File: src/rtl/serial_frame_rx_pkg.sv
// Shared types and line levels for the serial frame receiver.
package serial_frame_pkg;

  // Receiver FSM states, 2-bit encoding.
  typedef enum logic [1:0] {
    ST_IDLE   = 2'd0,
    ST_DATA   = 2'd1,
    ST_PARITY = 2'd2,
    ST_STOP   = 2'd3
  } rx_state_e;

  localparam logic IDLE_LEVEL  = 1'b1;
  localparam logic START_LEVEL = 1'b0;
  localparam logic STOP_LEVEL  = 1'b1;

endpackage : serial_frame_pkg

File: src/rtl/serial_frame_rx_if.sv
// Serial-in / parallel-out signal bundle for serial_frame_rx.
// master = upstream bit source + downstream consumer, slave = the receiver.
interface serial_frame_rx_if #(
  parameter int DATA_W = 4
);
  logic              bit_valid;
  logic              bit_in;
  logic [DATA_W-1:0] out_data;
  logic              out_parity_err;
  logic              out_valid;
  logic              out_ready;
  logic              frame_err;
  logic              overrun;
  logic              busy;

  modport master (
    output bit_valid, bit_in, out_ready,
    input  out_data, out_parity_err, out_valid, frame_err, overrun, busy
  );

  modport slave (
    input  bit_valid, bit_in, out_ready,
    output out_data, out_parity_err, out_valid, frame_err, overrun, busy
  );
endinterface : serial_frame_rx_if

File: src/rtl/serial_frame_rx_frame_out_reg.sv
// Single-entry valid/ready holding register. A completed frame is loaded
// when the register is empty or being drained this cycle; otherwise the new
// word is dropped and a one-cycle overrun pulse is raised.
module frame_out_reg #(
  parameter int DATA_W = 4
) (
  input  logic              clk,
  input  logic              reset,
  input  logic              load_i,
  input  logic [DATA_W-1:0] load_data_i,
  input  logic              load_perr_i,
  input  logic              ready_i,
  output logic [DATA_W-1:0] data_o,
  output logic              perr_o,
  output logic              valid_o,
  output logic              overrun_o
);

  logic [DATA_W-1:0] data_q, data_d;
  logic              perr_q, perr_d;
  logic              valid_q, valid_d;
  logic              overrun_q, overrun_d;

  // Next-state: load on free slot or simultaneous drain, drop on full.
  always_comb begin
    data_d    = data_q;
    perr_d    = perr_q;
    valid_d   = valid_q;
    overrun_d = 1'b0;
    if (load_i && (!valid_q || ready_i)) begin
      data_d  = load_data_i;
      perr_d  = load_perr_i;
      valid_d = 1'b1;
    end else if (load_i) begin
      overrun_d = 1'b1;
    end else if (valid_q && ready_i) begin
      valid_d = 1'b0;
    end else begin
      valid_d = valid_q;
    end
  end

  // Output register state with synchronous reset.
  always_ff @(posedge clk) begin
    if (reset) begin
      data_q    <= '0;
      perr_q    <= 1'b0;
      valid_q   <= 1'b0;
      overrun_q <= 1'b0;
    end else begin
      data_q    <= data_d;
      perr_q    <= perr_d;
      valid_q   <= valid_d;
      overrun_q <= overrun_d;
    end
  end

  assign data_o    = data_q;
  assign perr_o    = perr_q;
  assign valid_o   = valid_q;
  assign overrun_o = overrun_q;

endmodule : frame_out_reg

File: src/rtl/serial_frame_rx.sv
// Serial frame receiver: start bit, DATA_W data bits LSB-first, optional
// parity bit, stop bit. Deserializer and FSM live here; the completed word
// is handed to frame_out_reg for the valid/ready output stage.
module serial_frame_rx
  import serial_frame_pkg::*;
#(
  parameter int DATA_W     = 4,
  parameter int PARITY_EN  = 1,
  parameter int ODD_PARITY = 0
) (
  input logic               clk,
  input logic               reset,
  serial_frame_rx_if.slave  bus
);

  localparam int CNT_W = $clog2(DATA_W + 1);

  rx_state_e         state_q, state_d;
  logic [CNT_W-1:0]  cnt_q, cnt_d;
  logic [DATA_W-1:0] shift_q, shift_d;
  logic              par_q, par_d;
  logic              perr_q, perr_d;
  logic              frame_err_q, frame_err_d;
  logic              complete_s;

  // FSM next-state, deserializer and parity update; all hold without bit_valid.
  always_comb begin
    state_d     = state_q;
    cnt_d       = cnt_q;
    shift_d     = shift_q;
    par_d       = par_q;
    perr_d      = perr_q;
    frame_err_d = 1'b0;
    complete_s  = 1'b0;
    if (bus.bit_valid) begin
      case (state_q)
        ST_IDLE: begin
          if (bus.bit_in == START_LEVEL) begin
            state_d = ST_DATA;
            cnt_d   = '0;
            par_d   = 1'b0;
            perr_d  = 1'b0;
          end else begin
            state_d = ST_IDLE;
          end
        end
        ST_DATA: begin
          shift_d = {bus.bit_in, shift_q[DATA_W-1:1]};
          par_d   = par_q ^ bus.bit_in;
          if (cnt_q == CNT_W'(DATA_W - 1)) begin
            cnt_d   = CNT_W'(DATA_W);
            state_d = (PARITY_EN != 0) ? ST_PARITY : ST_STOP;
          end else begin
            cnt_d = cnt_q + CNT_W'(1);
          end
        end
        ST_PARITY: begin
          par_d   = par_q ^ bus.bit_in;
          perr_d  = ((par_q ^ bus.bit_in) != 1'(ODD_PARITY));
          state_d = ST_STOP;
        end
        ST_STOP: begin
          // A 0 stop bit is not reused as a start bit.
          state_d = ST_IDLE;
          if (bus.bit_in == STOP_LEVEL) begin
            complete_s = 1'b1;
          end else begin
            frame_err_d = 1'b1;
          end
        end
        default: begin
          state_d = ST_IDLE;
        end
      endcase
    end else begin
      state_d = state_q;
    end
  end

  // FSM and deserializer registers with synchronous reset.
  always_ff @(posedge clk) begin
    if (reset) begin
      state_q     <= ST_IDLE;
      cnt_q       <= '0;
      shift_q     <= '0;
      par_q       <= 1'b0;
      perr_q      <= 1'b0;
      frame_err_q <= 1'b0;
    end else begin
      state_q     <= state_d;
      cnt_q       <= cnt_d;
      shift_q     <= shift_d;
      par_q       <= par_d;
      perr_q      <= perr_d;
      frame_err_q <= frame_err_d;
    end
  end

  frame_out_reg #(
    .DATA_W (DATA_W)
  ) u_out_reg (
    .clk         (clk),
    .reset       (reset),
    .load_i      (complete_s),
    .load_data_i (shift_q),
    .load_perr_i (perr_q),
    .ready_i     (bus.out_ready),
    .data_o      (bus.out_data),
    .perr_o      (bus.out_parity_err),
    .valid_o     (bus.out_valid),
    .overrun_o   (bus.overrun)
  );

  assign bus.frame_err = frame_err_q;
  assign bus.busy      = (state_q != ST_IDLE);

endmodule : serial_frame_rx
File: src/flat_wrapper.sv
// flat-port wrapper written by rule: the top's interface ports become plain ports
module serial_frame_rx_flat import serial_frame_pkg::*;
#(
  parameter int DATA_W     = 4,
  parameter int PARITY_EN  = 1,
  parameter int ODD_PARITY = 0
)
  (clk, reset, bus_bit_valid, bus_bit_in, bus_out_ready, bus_out_data, bus_out_parity_err, bus_out_valid, bus_frame_err, bus_overrun, bus_busy);
  serial_frame_rx_if #(.DATA_W(DATA_W)) bus_i ();
  input logic clk;
  input logic reset;
  input wire logic [$bits(bus_i.bit_valid)-1:0] bus_bit_valid;
  input wire logic [$bits(bus_i.bit_in)-1:0] bus_bit_in;
  input wire logic [$bits(bus_i.out_ready)-1:0] bus_out_ready;
  output wire logic [$bits(bus_i.out_data)-1:0] bus_out_data;
  output wire logic [$bits(bus_i.out_parity_err)-1:0] bus_out_parity_err;
  output wire logic [$bits(bus_i.out_valid)-1:0] bus_out_valid;
  output wire logic [$bits(bus_i.frame_err)-1:0] bus_frame_err;
  output wire logic [$bits(bus_i.overrun)-1:0] bus_overrun;
  output wire logic [$bits(bus_i.busy)-1:0] bus_busy;
  assign bus_i.bit_valid = bus_bit_valid;
  assign bus_i.bit_in = bus_bit_in;
  assign bus_i.out_ready = bus_out_ready;
  assign bus_out_data = bus_i.out_data;
  assign bus_out_parity_err = bus_i.out_parity_err;
  assign bus_out_valid = bus_i.out_valid;
  assign bus_frame_err = bus_i.frame_err;
  assign bus_overrun = bus_i.overrun;
  assign bus_busy = bus_i.busy;
  serial_frame_rx #(.DATA_W(DATA_W), .PARITY_EN(PARITY_EN), .ODD_PARITY(ODD_PARITY)) u_core (.clk(clk), .reset(reset), .bus(bus_i));
endmodule
File: config.mk
export PLATFORM = sky130hd
export DESIGN_NAME = serial_frame_rx_flat
export DESIGN_NICKNAME = d
export VERILOG_FILES = /design/src/rtl/serial_frame_rx_pkg.sv /design/src/rtl/serial_frame_rx_if.sv /design/src/rtl/serial_frame_rx_frame_out_reg.sv /design/src/rtl/serial_frame_rx.sv /design/src/flat_wrapper.sv
export SDC_FILE = /design/constraint.sdc
export NUM_CORES = 1
export LEC_CHECK = 0
export CORE_UTILIZATION = 50
export CTS_CLUSTER_DIAMETER = 40
export DETAILED_ROUTE_END_ITERATION = 10
export DONT_BUFFER_PORTS = 1
export PLACE_DENSITY = 0.66
export SYNTH_ARGS = -nofsm -noshare
export SYNTH_HDL_FRONTEND = slang
export SYNTH_SLANG_ARGS = --single-unit
export TNS_END_PERCENT = 20
File: constraint.sdc
create_clock -name clk -period 3 [get_ports clk]
set_input_delay 0.6 -clock clk [delete_from_list [all_inputs] [get_ports clk]]
set_output_delay 0.6 -clock clk [all_outputs]
set_load 0.005 [all_outputs]
==> results.yml <==
outcome:
  status: "finished clean"
synth:
  synth-edff-count: 0
  synth_most_common_cell: "dfxtp_1"
  seq_area_frac_synth_pct: 40.3
  ys_ff_latch: 19
  synth-main-ff-cell: "dfxtp_1"
  synth_top_area_share_pct: 40.3
  synth_largest_area_cell: "dfxtp_1"
  yosys_warnings: 0
  async_flop_share_pct: 0
  syn-num-nets: 114
  synth_common_cells: "19 x dfxtp_1, 13 x nand2b_1, 9 x a21oi_1"
  synth_cells: 103
  syn_area_per_cell_sq_um: 9.17
  synth_area_sq_um: 945
  ys_types: 28
  synthTopCellsByArea: "dfxtp_1 40%, nand2b_1 8.6%, ha_1 7.9%, mux2i_1 6.4%, a21oi_1 4.8%"
timing:
  finalHoldViolCount: 0
  final.min_clock_period_ns: 1.81
  worstMarginPinSlew_ns: 0.619
  fin_crit_sh_pct: 60.2
  final_max_slew_viol_count: 0
  relSlewSlack_pct: 58.7
  fmax_ghz: 0.553
  rsz0062_at_grt: "no"
  fin_skew_ns: 0.00505
  setup_ws_ns: 1.19
  tns_ns: 0
  setup_violations: 0
min_path:
  hp-class: "in2reg"
cts:
  clock_latency_ns: 0.30
  numCtsBuffers: 3
  ctsHtreeMaxLevel: 1
  cts_buffer_depth: 2
  cts_hold_buf: 0
  cts-root-buf: "clkbuf_4"
  post_cts_buffers: 0
  clk_pin_slew_ns: 0.12
  cts_tree: "built"
  cts_sinks: 19
  cts-resized-gates: 0
critical_path:
  path_class: "reg2out"
  worstPathCellList: "inv_1 -> ha_1 -> inv_1"
  critPathRequiredTime_ns: 2.40
  path_max_fanout: 8
  worstSetupEndpointType: "primary output"
  cpMaxStageDelayCell: "dfxtp_1"
  worstSetupStartpointType: "flip-flop"
  slowest_delay_ns: 0.40
  crit_arrival_ns: 1.21
  crit_top_cell: "inv_1"
floorplanning:
  die-height_microns: 45.5
  die_width_microns: 45.5
  pin_count: 14
  rows: 15
  placeableCoreArea_sq_mm: 0.00175
  start_util_pct: 54.1
  dieArea_sq_mm: 0.00207
global_route:
  grt-ovfl-total: 0
  grt_max_degree: 28
  grt_pass1_vias: 584
  grt_use_total_pct: 17.8
  grt_pass1_wl_microns: 2610
  antenna_found_initial: 0
power:
  vdd_drop_max_mv: 0.289
  sw_frac_of_total_pct: 25.6
  comb_power_share_pct: 10.6
  pwr-share-clk_pct: 30.3
  seq_power_share_pct: 59.1
  p_sw_uw: 113
  power_density_mw_per_mm2: 456
  internal_power_uw: 328
  leakage_uw: 0.000322
placed_design:
  pre_cts_slack_ns: 1.41
  hpwl_microns: 1140
  gp_congestion: 0.779
  port_buffers: 0
detailed_routing:
  drtPass1Iterations: 5
  routed_via_density: 5.45
  wl_per_cell_microns: 12.8
  vias: 681
  drt_wl_total_microns: 1600
  drc: 0
  drt_iter0_drc: 15
  drtAntennaViolNets: 0
cells_and_area:
  diodes: 0
  nFillCells: 152
  multiInputGateArea_sq_um: 512
  syn_to_final_growth_pct: 2.25
  drive_gt1_share_pct: 7.00
  regArea_sq_um: 380
  fin_nets: 112
run:
  cap_violations: 0
-- critical path, delay by kind of cell (launching register included) --
kind,cells,cell delay [ns]
buffers and inverters,2,0.22
DFF,1,0.40
adders and majority gates,1,0.29
-- cells in the final DEF (no fill, tap or decap), types with 3 or more instances in the layout --
master,Yosys,layout
ha_1,6,6
nand2b_1,13,13
mux2i_1,6,6
nand2_1,8,8
clkbuf_4,0,3
dfxtp_1,19,19
nor2b_1,3,3
nand3_1,6,6
a21oi_1,9,9
nor3_1,3,3
inv_1,4,4
-- layout make-up --
type                    count  share of cell area, %
well taps                  25                   3.24
inverters                   4                   1.55
multi-input cells          73                   53.0
clock buffers               3                   2.33
clock inverters             1                  0.518
flip-flops and latches     19                   39.4
-- sequential cells by signal (all words and copies together) (netlist names) --
register and count:
u_core.cnt_q 3, u_core.shift_q 4, u_core.perr_q 1, u_core.u_out_reg.data_o 4, u_core.par_q 1, u_core.u_out_reg.valid_o 1
u_core.state_q 2, u_core.bus.frame_err 1, u_core.u_out_reg.overrun_o 1, u_core.u_out_reg.perr_o 1
-- worst paths after layout --
check | endpoint | slack, ns | start | cells past startpoint
worst min register to register | u_core.shift_q[0] | 0.46 | u_core.shift_q[0] | 2
worst max register to register | u_core.cnt_q[0] | 1.41 | u_core.state_q[0] | 5
worst max-delay path | bus_busy | 1.19 | u_core.state_q[0] | 3
worst min-delay path | u_core.shift_q[0] | 0.35 | reset | 1
-- power by group through the flow --
| stage | Clock, uW | Combinational [uW] | Sequential, uW |
|---|---|---|---|
| 3_5_place_dp | 0 | 46.6 | 266 |
| 4_1_cts | 136 | 46.7 | 260 |
| 6_report | 133 | 46.8 | 260 |
| 2_1_floorplan | 0 | 48.4 | 265 |
| 3_3_place_gp | 0 | 45.5 | 265 |
| 5_1_grt | 148 | 53.7 | 261 |
-- logic make-up (layout without fill, tap and decap cells) --
kind of cell,Yosys count,in the layout,share of synthesized area [%]
compound gates,18,18,12.1
fa+ha+maj,6,6,7.95
buf+inv,11,8,5.56
flops,19,19,40.3
mux,7,7,7.95
simple gates,42,42,26.2
-- per-layer routing --
| metal | track usage, % | share of wire, % | up-vias |
|---|---|---|---|
| met3 | 2.38 | 4.6 | 2 |
| li1 | - | - | 350 |
| met5 | 0 | 0 | - |
| met4 | 9.09 | 0.81 | 0 |
| met2 | 24.3 | 43 | 17 |
| met1 | 26.8 | 51 | 312 |
-- through the flow --
stage          total power [uW]  utilization, %  area (sq um)  std cells  hold WS, ns
2_1_floorplan               313               -           945        103        0.437
3_3_place_gp                311            53.8           938        121        0.446
3_5_place_dp                312            53.8           938        121        0.446
4_1_cts                     443            55.3           966        125        0.348
5_1_grt                     463            55.3           966        125        0.331
6_report                    440            55.3           966        125        0.352
No activity file was read; power rests on OpenSTA's default activity.
